## config.mk

```make
export PLATFORM = sky130hd
export DESIGN_NAME = i2s_transmitter
export DESIGN_NICKNAME = d
export VERILOG_FILES = /design/src/rtl/i2s_transmitter.sv
export SDC_FILE = /design/constraint.sdc
export NUM_CORES = 1
export LEC_CHECK = 0
export ABC_CLOCK_PERIOD_IN_PS = 2800
export CORE_AREA = 3 3 113 115
export CTS_BUF_LIST = sky130_fd_sc_hd__clkbuf_16
export DETAILED_ROUTE_END_ITERATION = 10
export DIE_AREA = 0 0 116 118
export HOLD_SLACK_MARGIN = 0.15
export PLACE_DENSITY = 0.68
export SYNTH_ARGS = -nofsm -noshare
export SYNTH_HDL_FRONTEND = slang
export SYNTH_SLANG_ARGS = --single-unit
export TNS_END_PERCENT = 20
```

## constraint.sdc

```tcl
create_clock -name bick -period 2.8 [get_ports bick]
set_input_delay 0.28 -clock bick [delete_from_list [all_inputs] [get_ports bick]]
set_output_delay 0.28 -clock bick [all_outputs]
set_load 0.03 [all_outputs]
```

## src/rtl/i2s_transmitter.sv

```systemverilog
// rtl/i2s_transmitter.sv - I2S master transmitter, 24-bit MSB-first slots with one-bit delay
// Frame timing from a free-running slot counter; a one-deep holding register feeds the shift registers.
module i2s_transmitter #(
   parameter int DATA_WIDTH = 24,
   parameter int SLOT_BITS  = 32
) (
   input  logic                  bick,
   input  logic                  reset,
   input  logic                  start,
   input  logic [DATA_WIDTH-1:0] data_left,
   input  logic [DATA_WIDTH-1:0] data_right,
   output logic                  ready,
   output logic                  lrck,
   output logic                  sdti,
   output logic                  underrun
);

   localparam int CW = $clog2(SLOT_BITS);
   localparam logic [CW-1:0] CNT_LAST  = CW'(SLOT_BITS - 1);
   localparam logic [CW-1:0] DATA_LAST = CW'(DATA_WIDTH);

   logic [CW-1:0]         cnt_q, cnt_d;
   logic                  lrck_q, lrck_d;
   logic                  sdti_q, sdti_d;
   logic                  underrun_q, underrun_d;
   logic                  full_q, full_d;
   logic [DATA_WIDTH-1:0] hold_l_q, hold_l_d, hold_r_q, hold_r_d;
   logic [DATA_WIDTH-1:0] sh_l_q, sh_l_d, sh_r_q, sh_r_d;
   logic                  boundary;
   logic                  in_data;

   always_ff @(posedge bick or negedge reset) begin
      if (!reset) begin
         cnt_q      <= '0;
         lrck_q     <= 1'b0;
         sdti_q     <= 1'b0;
         underrun_q <= 1'b0;
         full_q     <= 1'b0;
         hold_l_q   <= '0;
         hold_r_q   <= '0;
         sh_l_q     <= '0;
         sh_r_q     <= '0;
      end else begin
         cnt_q      <= cnt_d;
         lrck_q     <= lrck_d;
         sdti_q     <= sdti_d;
         underrun_q <= underrun_d;
         full_q     <= full_d;
         hold_l_q   <= hold_l_d;
         hold_r_q   <= hold_r_d;
         sh_l_q     <= sh_l_d;
         sh_r_q     <= sh_r_d;
      end
   end

   always_comb begin
      boundary   = (cnt_q == CNT_LAST) && lrck_q;
      cnt_d      = (cnt_q == CNT_LAST) ? '0 : cnt_q + CW'(1);
      lrck_d     = (cnt_q == CNT_LAST) ? ~lrck_q : lrck_q;
      full_d     = full_q;
      hold_l_d   = hold_l_q;
      hold_r_d   = hold_r_q;
      sh_l_d     = sh_l_q;
      sh_r_d     = sh_r_q;
      underrun_d = 1'b0;
      sdti_d     = 1'b0;

      if (boundary) begin
         if (full_q) begin
            sh_l_d = hold_l_q;
            sh_r_d = hold_r_q;
            full_d = 1'b0;
         end else if (start) begin
            sh_l_d = data_left;
            sh_r_d = data_right;
         end else begin
            sh_l_d     = '0;
            sh_r_d     = '0;
            underrun_d = 1'b1;
         end
      end else if (start && !full_q) begin
         hold_l_d = data_left;
         hold_r_d = data_right;
         full_d   = 1'b1;
      end

      // sdti is registered, so it is driven from the slot position of the next cycle
      in_data = (cnt_d != '0) && (cnt_d <= DATA_LAST);
      if (in_data) begin
         if (lrck_d) begin
            sdti_d = sh_r_q[DATA_WIDTH-1];
            sh_r_d = {sh_r_q[DATA_WIDTH-2:0], 1'b0};
         end else begin
            sdti_d = sh_l_q[DATA_WIDTH-1];
            sh_l_d = {sh_l_q[DATA_WIDTH-2:0], 1'b0};
         end
      end
   end

   assign ready    = !full_q;
   assign lrck     = lrck_q;
   assign sdti     = sdti_q;
   assign underrun = underrun_q;

endmodule

```

==> results_dict.tcl <==
set metrics [dict create \
    ys_top_cells_by_count "105 x dfrtp_1, 102 x nor2_1, 48 x a22oi_1, 48 x mux2_2" \
    hold_viol 0 \
    root_buffer "clkbuf_16" \
    dpl-instance-area_sq_um 6350 \
    dieArea_sq_um 13700 \
    p_int_mw 2.43 \
    place_congestion 0.784 \
    route.detailed.drc 0 \
    vias 4599 \
    async_flop_share_pct 100 \
    antenna_left 0 \
    clkLatencyLatePin_ns 0.36 \
    ys_dominant_reg_cell "dfrtp_1" \
    p_leak_nw 2.71 \
    diodes 0 \
    p_clk_share_pct 40.3 \
    numPortBuffers 54 \
    grt_start_max_net_pins 51 \
    maxCapViolCount 0 \
    syn2layout_area_growth_pct 18.2 \
    synth.most_common_cell "dfrtp_1" \
    switching_share_pct 22.7 \
    worst_ir_drop_vdd_v 0.000474 \
    dp_hpwl_mm 8.31 \
    finalNonFillerCells 756 \
    synth_top_cell_by_area "dfrtp_1" \
    comb_power_share_pct 7.7 \
    die_h_microns 118 \
    ys_ff_latch 105 \
    dp.cells 739 \
    synthTopCellsByArea "dfrtp_1 47%, mux2_2 9.6%, a221o_1 8.2%" \
    start_util_pct 47.3 \
    fmax_mhz 377 \
    post_cts_buffers 0 \
    die_w_microns 116 \
    finalPower_mw 3.15 \
    timing.setup.tns_ns 0 \
    place_ws_ns 0.181 \
    synth_area_sq_um 5630 \
    yosysSeqAreaShare_pct 46.6 \
    hold_path_class "flop to flop" \
    endpoint_kind "flop" \
    design.final.nets 659 \
    seqPwrFrac_pct 51.9 \
    required_ns 3.03 \
    cp_max_fo 23 \
    syn_avg_cell_area_sq_um 9.87 \
    min_period_ns 2.65 \
    start_kind "flop" \
    fin_crit_sh_pct 94.6 \
    clkSinkCount 105 \
    final_max_slew_viol_count 0 \
    relSlewSlack_pct 54.2 \
    synth-edff-count 0 \
    floorplan.rows 40 \
    cts_inserted_buffers 9 \
    htreeDepth 3 \
    grt_overflow_total 0 \
    powerDensity_nw_per_um2 473 \
    num_io_pins 55 \
    syn_inst 571 \
    status "completed" \
    worst_pin_slew_ns 0.688 \
    core-area_sq_um 11900 \
    critPathKind "flop to flop" \
    drive_gt1_share_pct 14.9 \
    totalWireLength_mm 13.0 \
    worst_slack_ns 0.151 \
    ys_warn_count 0 \
    first_global_vias 4664 \
    antenna_found_initial 0 \
    fillers 1037 \
    viasPerCell 6.08 \
    crit_arrival_ns 2.88 \
    track_usage_pct 19.7 \
    synth_top_area_share_pct 46.6 \
    drt-pass1-iter-count 5 \
    setup_violations 0 \
    synth_cell_types 31 \
    skew_ns 0.00729 \
    drt_iter0_drc 275 \
    rsz0062_at_grt "no" \
    synth_nets 626 \
    power.switching_uw 716 \
    cts_tree "built" \
    grt_pass1_wl_mm 21.8 \
    cts_buffer_depth 2 \
    clk_pin_slew_ns 0.07 \
    routedWlPerCell_microns 17.2 \
    postLayoutCellArea_sq_um 6660 \
]
-- layout make-up --
cell class                 count  area, sq um  area share [%]
clock buffer                   9          225            3.38
timing repair buffer          76          743            11.2
multi-input combinational    408         2790            42.0
sequential                   105         2630            39.5
inverter                       4         15.0           0.226
clock inverter                 7         67.6            1.01
tap                          147          184            2.76
-- cell families (layout without fill, tap and decap cells) --
kind of cell | after synthesis | count (layout) | share of synthesized area, %
AO/OA/AOI/OAI | 146 | 146 | 20.5
XOR/XNOR | 1 | 1 | 0.155
adder cells (fa/ha/maj) | 4 | 4 | 0.888
buffers and inverters | 58 | 96 | 4.29
flip-flops | 105 | 105 | 46.6
multiplexers | 50 | 50 | 9.95
AND/OR/NAND/NOR | 207 | 207 | 17.6
-- per-stage QoR --
step	utilization, %	hold slack [ns]
global placement	53.4	0.351
floorplan	-	-0.0156
global route	55.9	0.510
finish	55.9	0.486
detailed placement	53.4	0.358
CTS	55.9	0.488
-- metal layers --
metal	routed length [microns]	GRT usage, %	vias up
li1	-	-	2186
met4	220	7.25	0
met5	0	0	-
met3	559	4.63	16
met1	5720	25.0	2283
met2	6490	32.4	114
-- worst paths after layout --
path	cells after the start	start	endpoint	slack, ns
min reg2reg	1	cnt_q[0]	cnt_q[0]	0.49
min	1	cnt_q[0]	cnt_q[0]	0.49
min in group asynchronous	2	reset	sh_r_q[6]	0.50
max	9	cnt_q[0]	sh_r_q[2]	0.15
max in group asynchronous	3	reset	sh_r_q[23]	1.57
max reg2reg	9	cnt_q[0]	sh_r_q[2]	0.15
-- power groups by stage --
stage	Clock, mW	Sequential [mW]	Combinational [mW]
floorplan	0	1.65	0.112
global placement	0	1.66	0.240
detailed placement	0	1.66	0.247
CTS	1.30	1.64	0.249
global route	1.35	1.64	0.273
finish	1.27	1.64	0.244
-- layout by cell type (no fill, tap or decap), types with 2 or more instances in the layout --
| cell type | n |
|---|---|
| inv_1 | 5 |
| nor2_1 | 102 |
| a22oi_1 | 48 |
| clkdlybuf4s50_1 | 53 |
| a221o_1 | 46 |
| nand2_1 | 46 |
| nor3_1 | 2 |
| inv_6 | 3 |
| and3_1 | 2 |
| ha_1 | 3 |
| clkinv_1 | 2 |
| buf_4 | 19 |
| buf_12 | 3 |
| a31oi_1 | 46 |
| mux2_2 | 48 |
| clkbuf_16 | 9 |
| nor2b_1 | 3 |
| nand3b_1 | 46 |
| dfrtp_1 | 104 |
-- state kept, by name (all words and copies together) (netlist names) --
register and count:
full_q 1, underrun 1, hold_r_q 24, cnt_q 5, hold_l_q 24, sh_l_q 24, lrck 1, sdti 1
sh_r_q 24
-- worst max-delay path, cell delays in order, from the launching register on --
cell,delay [ns]
dfrtp_1,0.41
ha_1,0.23
and3_1,0.19
ha_1,0.26
nor2b_1,0.22
mux2i_4,0.11
a211oi_2,0.40
nor3b_2,0.08
buf_4,0.23
a221o_1,0.39
-- repair_timing --
| action | 4_1_cts | 5_1_grt |
|---|---|---|
| endpoints found under the hold margin | 46 | 0 |
| hold buffers | 1 | 0 |
| gates resized for setup | 0 | 0 |
| setup endpoints to repair | 0 | 0 |
Power figures use the tool's default switching activity.
